File: config.mk
export PLATFORM = sky130hd
export DESIGN_NAME = instr_loader
export DESIGN_NICKNAME = d
export VERILOG_FILES = /design/src/rtl/instr_loader.sv
export SDC_FILE = /design/constraint.sdc
export NUM_CORES = 1
export LEC_CHECK = 0
export CORE_MARGIN = 5
export CORE_UTILIZATION = 53
export CTS_CLUSTER_DIAMETER = 30
export DETAILED_ROUTE_END_ITERATION = 12
export HOLD_SLACK_MARGIN = 0.02
export PLACE_DENSITY = 0.86
export SYNTH_ARGS = -nofsm -noshare
export SYNTH_HDL_FRONTEND = slang
export SYNTH_SLANG_ARGS = --single-unit
File: constraint.sdc
create_clock -name clk -period 3.5 [get_ports clk]
set_input_delay 0.7 -clock clk [delete_from_list [all_inputs] [get_ports clk]]
set_output_delay 0.7 -clock clk [all_outputs]
set_load 0.01 [all_outputs]
File: src/rtl/instr_loader.sv
// Streaming instruction encoder/loader: packs symbolic beats into 9-bit machine
// words and writes them to sequential instruction-memory addresses.
module instr_loader #(
    parameter int DEPTH = 64,
    parameter int AW    = $clog2(DEPTH)
) (
    input  logic          clk,
    input  logic          reset_n,
    input  logic          start,
    input  logic          in_valid,
    output logic          in_ready,
    input  logic [3:0]    in_mnem,
    input  logic [5:0]    in_opnd,
    input  logic          in_last,
    output logic          im_we,
    output logic [AW-1:0] im_addr,
    output logic [8:0]    im_wdata,
    output logic          busy,
    output logic          done,
    output logic [AW:0]   prog_len,
    output logic          error,
    output logic [1:0]    err_code
);

    typedef enum logic [1:0] {
        S_IDLE = 2'd0,
        S_LOAD = 2'd1,
        S_DONE = 2'd2,
        S_ERR  = 2'd3
    } state_t;

    localparam logic [AW:0] DEPTH_C = (AW+1)'(DEPTH);

    state_t        state_q;
    logic [AW:0]   addr_q;
    logic          in_ready_q;
    logic          im_we_q;
    logic [AW-1:0] im_addr_q;
    logic [8:0]    im_wdata_q;
    logic          busy_q;
    logic          done_q;
    logic [AW:0]   prog_len_q;
    logic          error_q;
    logic [1:0]    err_code_q;

    logic          accept_s;
    logic          fault_s;
    logic [1:0]    fault_code_s;
    logic [8:0]    enc_word_s;

    // BRZ and ADDI share opcode 111; bit 5 of the word selects between them.
    function automatic logic [8:0] encode(input logic [3:0] mnem, input logic [5:0] opnd);
        logic [8:0] w;
        case (mnem)
            4'd0, 4'd1, 4'd2, 4'd3, 4'd4, 4'd5, 4'd6: w = {mnem[2:0], opnd};
            4'd7:    w = {3'b111, 1'b0, opnd[4:0]};
            4'd8:    w = {3'b111, 1'b1, opnd[4:0]};
            default: w = 9'd0;
        endcase
        return w;
    endfunction

    // Beat acceptance, fault classification (priority order) and encoding.
    always_comb begin
        accept_s     = (state_q == S_LOAD) && in_ready_q && in_valid;
        enc_word_s   = encode(in_mnem, in_opnd);
        fault_s      = 1'b1;
        fault_code_s = 2'd0;
        if (in_mnem > 4'd8) begin
            fault_code_s = 2'd1;
        end else if (addr_q == DEPTH_C) begin
            fault_code_s = 2'd2;
        end else if (((in_mnem == 4'd7) || (in_mnem == 4'd8)) && in_opnd[5]) begin
            fault_code_s = 2'd3;
        end else begin
            fault_s = 1'b0;
        end
    end

    // Loader FSM with all outputs registered; start restarts from any state.
    always_ff @(posedge clk or negedge reset_n) begin
        if (!reset_n) begin
            state_q    <= S_IDLE;
            addr_q     <= '0;
            in_ready_q <= 1'b0;
            im_we_q    <= 1'b0;
            im_addr_q  <= '0;
            im_wdata_q <= 9'd0;
            busy_q     <= 1'b0;
            done_q     <= 1'b0;
            prog_len_q <= '0;
            error_q    <= 1'b0;
            err_code_q <= 2'd0;
        end else begin
            im_we_q <= 1'b0;
            done_q  <= 1'b0;
            if (start) begin
                state_q    <= S_LOAD;
                addr_q     <= '0;
                in_ready_q <= 1'b1;
                busy_q     <= 1'b1;
                error_q    <= 1'b0;
                err_code_q <= 2'd0;
            end else begin
                case (state_q)
                    S_IDLE: begin
                        state_q <= S_IDLE;
                    end
                    S_LOAD: begin
                        if (accept_s && fault_s) begin
                            state_q    <= S_ERR;
                            in_ready_q <= 1'b0;
                            busy_q     <= 1'b0;
                            error_q    <= 1'b1;
                            err_code_q <= fault_code_s;
                            prog_len_q <= addr_q;
                        end else if (accept_s) begin
                            im_we_q    <= 1'b1;
                            im_addr_q  <= addr_q[AW-1:0];
                            im_wdata_q <= enc_word_s;
                            addr_q     <= addr_q + {{AW{1'b0}}, 1'b1};
                            if (in_last) begin
                                state_q    <= S_DONE;
                                in_ready_q <= 1'b0;
                            end
                        end
                    end
                    // The final write is on the bus during this state.
                    S_DONE: begin
                        state_q    <= S_IDLE;
                        done_q     <= 1'b1;
                        busy_q     <= 1'b0;
                        prog_len_q <= addr_q;
                    end
                    S_ERR: begin
                        state_q <= S_ERR;
                    end
                    default: begin
                        state_q    <= S_IDLE;
                        in_ready_q <= 1'b0;
                        busy_q     <= 1'b0;
                    end
                endcase
            end
        end
    end

    assign in_ready = in_ready_q;
    assign im_we    = im_we_q;
    assign im_addr  = im_addr_q;
    assign im_wdata = im_wdata_q;
    assign busy     = busy_q;
    assign done     = done_q;
    assign prog_len = prog_len_q;
    assign error    = error_q;
    assign err_code = err_code_q;

endmodule

### Word-level counts from Yosys, hierarchy flattened

Cells that the tools add are included.

| word-level totals | value |
|---|---|
| latch bits | 0 |
| RAM bits | 0 |
| output and inout port bits | 29 |
| word-level logic and storage cells | 93 |
| memory bits (read-only) | 0 |
| memories | 0 |
| bits in registers | 38 |

| cells by class | value |
|---|---|
| reductions and logical operators | 23 |
| shift-type cells | 0 |
| muxes and demuxes | 38 |
| bitwise gates (word level) | 2 |
| add/subtract/negate cells | 1 |
| equality and inequality tests | 17 |
| $lt $le $gt $ge | 1 |
| div/mod/pow operators | 0 |
| multipliers | 0 |

Operators by type and width:

| operator | count |
|---|---|
| 2-to-1 mux 7 bit | 5 |
| one-hot mux 9 bit (3 select lines) | 1 |
| 2-to-1 mux 2 bit | 10 |
| 2-to-1 mux 1 bit | 19 |
| equality test 4 x 3 -> 1 bit, second input constant | 4 |
| one-hot mux 7 bit (2 select lines) | 1 |
| AND reduction 3 bit | 3 |
| nonzero test 3 bit | 3 |
| equality test 4 x 2 -> 1 bit, second input constant | 2 |
| != test 4 x 3 -> 1 bit, second input constant | 2 |
| nonzero test 2 bit | 4 |
| adder 7 x 1 -> 7 bit, second input constant | 1 |
| equality test 7 bit, second input constant | 1 |
| OR reduction 7 bit | 1 |
| one-hot mux 2 bit (3 select lines) | 1 |
| AND reduction 2 bit | 3 |
| equality test 2 bit, second input constant | 2 |
| equality test 4 x 1 -> 1 bit, second input constant | 1 |
| equality test 4 bit, second input constant | 1 |
| > comparator 4 bit, second input constant | 1 |
| logical AND 1 bit | 4 |
| zero test 4 bit | 1 |
| AND reduction 4 bit | 1 |
| != test 3 x 2 -> 1 bit, second input constant | 1 |
| other kinds (8) | 9 |

### Longest topological paths before layout

| depth | value |
|---|---|
| depth in word-level cells | 10 |
| depth in mapped cells | 8 |
| mapped depth without buffers | 7 |

### Worst setup path before layout

Ideal clock, no wire load.

| timing path | value |
|---|---|
| path type | in2reg |
| start point | input port in_mnem[1] |
| end point | register im_addr_q[2], in the netlist im_addr[2] |
| path buffers | 1 |
| slack | 1.446 ns |
| data arrival time | 1.930 ns |
| stages on the path | 5 |
| cells stage by stage | o41ai_4 -> nand2_2 -> nor3_4 -> buf_6 -> mux2_2 |

| between the ends | value |
|---|---|
| cells in the longest elaborated chain, start to end | 9 |
| elaborated cells between the ends (all ways) | 11 |
| those cells by class | 1 x order compare; 2 x eq/ne; 3 x mux; 1 x bitwise; 4 x reduce/logical |

Ends and longest elaborated chain:

| what | RTL line | RTL |
|---|---|---|
| start, declared | 12 | `input logic [3:0] in_mnem,` |
| equality test 4 x 3 -> 1 bit / equality test 4 bit (equally long branches) | 73 | `end else if (((in_mnem == 4'd7) \|\| (in_mnem == 4'd8)) && in_opnd[5]) begin` |
| logical OR 1 bit | 73 |  |
| logical AND 1 bit | 73 |  |
| 2-to-1 mux 1 bit | 73 |  |
| 2-to-1 mux 1 bit | 71 | `end else if (addr_q == DEPTH_C) begin` |
| 2-to-1 mux 1 bit * | 69 | `if (in_mnem > 4'd8) begin` |
| logical AND 1 bit * | 110 | `if (accept_s && fault_s) begin` |
| inverter 1 bit (no line) * | n/a |  |
| AND reduction 4 bit (no line) * | n/a |  |
| end signal, assigned | 119 | `im_addr_q <= addr_q[AW-1:0];` |
| end, declared | 38 | `logic [AW-1:0] im_addr_q;` |

Mark *: on every way between the ends. The rest lies on a longest branch, timed or not.
A chain may end at the register's enable or synchronous reset.

### Final worst setup path

| timing path | value |
|---|---|
| start point | input port in_mnem[1] |
| end point | register im_wdata_q[1], in the netlist im_wdata[1] |

| between the ends | value |
|---|---|
| cells in the longest elaborated chain, start to end | 9 |
| elaborated cells between the ends (all ways) | 20 |
| those cells by class | 1 x order compare; 8 x eq/ne; 4 x mux; 1 x bitwise; 6 x reduce/logical |

Ends and longest elaborated chain:

| what | RTL line | RTL |
|---|---|---|
| equality test 4 x 3 -> 1 bit / equality test 4 bit (equally long branches) | 54, 73 |  |
| logical OR 1 bit | 73 |  |
| logical AND 1 bit | 73 |  |
| 2-to-1 mux 1 bit | 73 |  |
| 2-to-1 mux 1 bit | 71 |  |
| 2-to-1 mux 1 bit | 69 |  |
| logical AND 1 bit | 110 |  |
| inverter 1 bit (no line) | n/a |  |
| AND reduction 4 bit (no line) | n/a |  |
| end signal, assigned | 120 | `im_wdata_q <= enc_word_s;` |
| end, declared | 39 | `logic [8:0] im_wdata_q;` |

Several ways; a longest one is shown, not always the timed one.

==> results.yml <==
clock_tree:
  postCtsHoldBufs: 0
  cts_buffers: 5
  cts.htree.levels: 2
  cts_root_buf: "clkbuf_4"
  cts_setup_buffers: 0
  cts_buffer_depth: 2
  cts_sinks: 38
  cts_tree: "yes"
  clk-insertion-delay-late_ns: 0.34
  clk_pin_slew_ns: 0.12
  post_cts_resized: 0
flow_run:
  maxCapViolations: 0
place:
  placedCellCount: 234
  post-place-ws_ns: 0.7185
  dp_hpwl_um: 2745
  dpl-instance-area_mm2: 0.002230
  port_buffers: 43
  gp_congestion: 0.8488
synth:
  synth.distinct_cells: 39
  synthCells: 151
  yosysWarnings: 0
  synth_area_leaders: "dfrtp_1 (52%), mux2_4 (5.8%), mux2_2 (3.7%)"
  synth_area_mm2: 0.001815
  ys_seq_area_share_pct: 52.38
  async_flop_share_pct: 100.0
  synthFlopType: "dfrtp_1"
  ys_seq_elements: 38
  synth-edff-count: 0
  synth_top_area_cell: "dfrtp_1"
  syn_nets: 168
  syn_area_per_cell_um2: 12.02
  synth_top_cell_area_share_pct: 52.38
cells_and_area:
  fin_cells: 242
  syn_to_final_growth_pct: 28.95
  final_nets: 212
  design_area_mm2: 0.002341
  n_fill_cell: 251
  drive_above_1_share_pct: 17.35
  antennaDiodeCount: 0
  fin_util_pct: 70.15
sta:
  finalCriticalPeriod_ns: 2.445
  tns_ns: 0
  drv_slew: 0
  report.final.hold_viol_count: 0
  min_period_over_period_pct: 69.86
  max_slew_margin_pct: 44.76
  tightestPinTransition_ns: 0.8286
  skew_ns: 0.01037
  whs_ns: 0.4465
  rsz0062_at_grt: "false"
  setup_ws_ns: 1.055
  clock.fmax_mhz: 409.0
  setup_viol: 0
power:
  leakagePower_nw: 1.014
  p_total_mw: 1.178
  powerDensity_mw_per_mm2: 503.0
  ir_drop_mv: 0.3961
setup_path:
  worst_r2r_path_depth: 7
  cp.arrival_ns: 2.71
  r2r_slack_ns: 1.33
  worstPathRequired_ns: 3.77
  start_kind: "input port"
  criticalPathCategory: "in -> reg"
  end_kind: "register"
  critPathMaxFanout: 13
route:
  drt_pass1_iterations: 4
  vias: 1310
  ant_nets: 0
  drt-initial-drc-count: 49
  drc: 0
  drt_wl_total_um: 3795
  wl_per_cell_um: 15.68
  via_per_inst: 5.413
global_route:
  antenna_found_initial: 0
  gr-total-overflow: 0
  track_usage_pct: 18.10
  grt_max_degree: 39
  grt_pass1_wl_um: 6230
  grt_pass1_vias: 1352
floorplanning:
  io-pin-count: 44
  die_area_mm2: 0.004696
  fp-row-count: 21
  die_x_um: 68.53
  initial_core_util_pct: 54.41
  die_h_um: 68.53
  core_mm2: 0.003337
outcome:
  outcome: "finished, final reports clean"
min_path:
  hold_path_class: "in -> async"
## path summary, 6_finish.rpt
check,to,start
worst max register to register,prog_len[5]$_DFFE_PN0P_,addr_q[0]$_DFFE_PN0P_
max in group asynchronous,addr_q[5]$_DFFE_PN0P_,reset_n
worst min register to register,im_addr[0]$_DFFE_PN0P_,im_addr[0]$_DFFE_PN0P_
worst max-delay path,im_wdata[1]$_DFFE_PN0P_,in_mnem[1]
min in group clk,im_addr[0]$_DFFE_PN0P_,im_addr[0]$_DFFE_PN0P_
worst min-delay path,im_addr[4]$_DFFE_PN0P_,reset_n
## synth_stat cells (all sizes together) (2+ instances only)
master,count
buf,4
nand2b,2
o21ai,11
xor2,3
a21oi,11
nand2,5
nor2,9
or3,5
dfrtp,38
ha,2
nand4,4
a31o,2
o31ai,2
clkbuf,2
inv,11
nand3,9
nor3,2
a311oi,2
mux2,16
## kinds of logic (layout without fill, tap and decap cells)
logic type | Yosys count | after routing | share of synthesized area, %
muxes | 17 | 17 | 11.92
buffers and inverters | 18 | 63 | 6.478
AOI/OAI and AO/OA | 31 | 31 | 12.61
DFF | 38 | 38 | 52.38
xor gates and xnor gates | 4 | 4 | 1.930
and+or+nand+nor | 41 | 41 | 13.30
adders and majority gates | 2 | 2 | 1.378
## registers in the layout (all words and copies together) (netlist names)
| register | cells |
|---|---|
| in_ready | 1 |
| state_q | 2 |
| im_we | 1 |
| im_addr | 6 |
| im_wdata | 9 |
| err_code | 2 |
| busy | 1 |
| error | 1 |
| prog_len | 7 |
| addr_q | 7 |
| done | 1 |
## metal layers
metal | GRT usage (%) | vias up | routed length [um]
li1 | - | 621 | -
met1 | 22.40 | 648 | 1562
met2 | 28.96 | 36 | 1960
met3 | 6.807 | 5 | 233
met4 | 6.203 | 0 | 39
met5 | 0 | - | 0
## cell type report
class | instances | area (um2) | share of cell area (%)
Clock buffer | 6 | 51.30 | 2.191
Clock inverter | 2 | 60.06 | 2.565
Inverter | 11 | 41.29 | 1.764
Multi-Input combinational cell | 95 | 747.0 | 31.91
Sequential cell | 38 | 950.9 | 40.62
Tap cell | 46 | 57.56 | 2.459
Timing Repair Buffer | 44 | 432.9 | 18.49
## cells in the final DEF (no fill, tap or decap), types with 2 or more instances in the layout
| master | instances |
|---|---|
| mux2_4 | 7 |
| bufinv_16 | 2 |
| nand4_1 | 4 |
| clkbuf_4 | 5 |
| nand2b_1 | 2 |
| dfrtp_1 | 38 |
| o21ai_0 | 10 |
| ha_1 | 2 |
| mux2_1 | 3 |
| a21oi_1 | 10 |
| a31o_2 | 2 |
| or3_1 | 5 |
| nand3_1 | 9 |
| clkdlybuf4s50_1 | 42 |
| a311oi_1 | 2 |
| inv_1 | 11 |
| nor2_1 | 9 |
| xor2_1 | 3 |
| nand2_1 | 4 |
| mux2_2 | 6 |
## where the power goes
group          internal [mW]  leakage [nW]  switching, mW
combinational          0.146         0.453          0.119
sequential             0.493         0.502         0.0332
clock                  0.242        0.0585          0.145
total                  0.881          1.01          0.297
## critical path, stage by stage
cell	delay, ns
clkdlybuf4s50_1	0.52
o41ai_4	0.42
nand2_2	0.19
nor3_4	0.46
buf_4	0.26
nand3_1	0.08
o21ai_0	0.08
(Power assumes the default switching activity.)
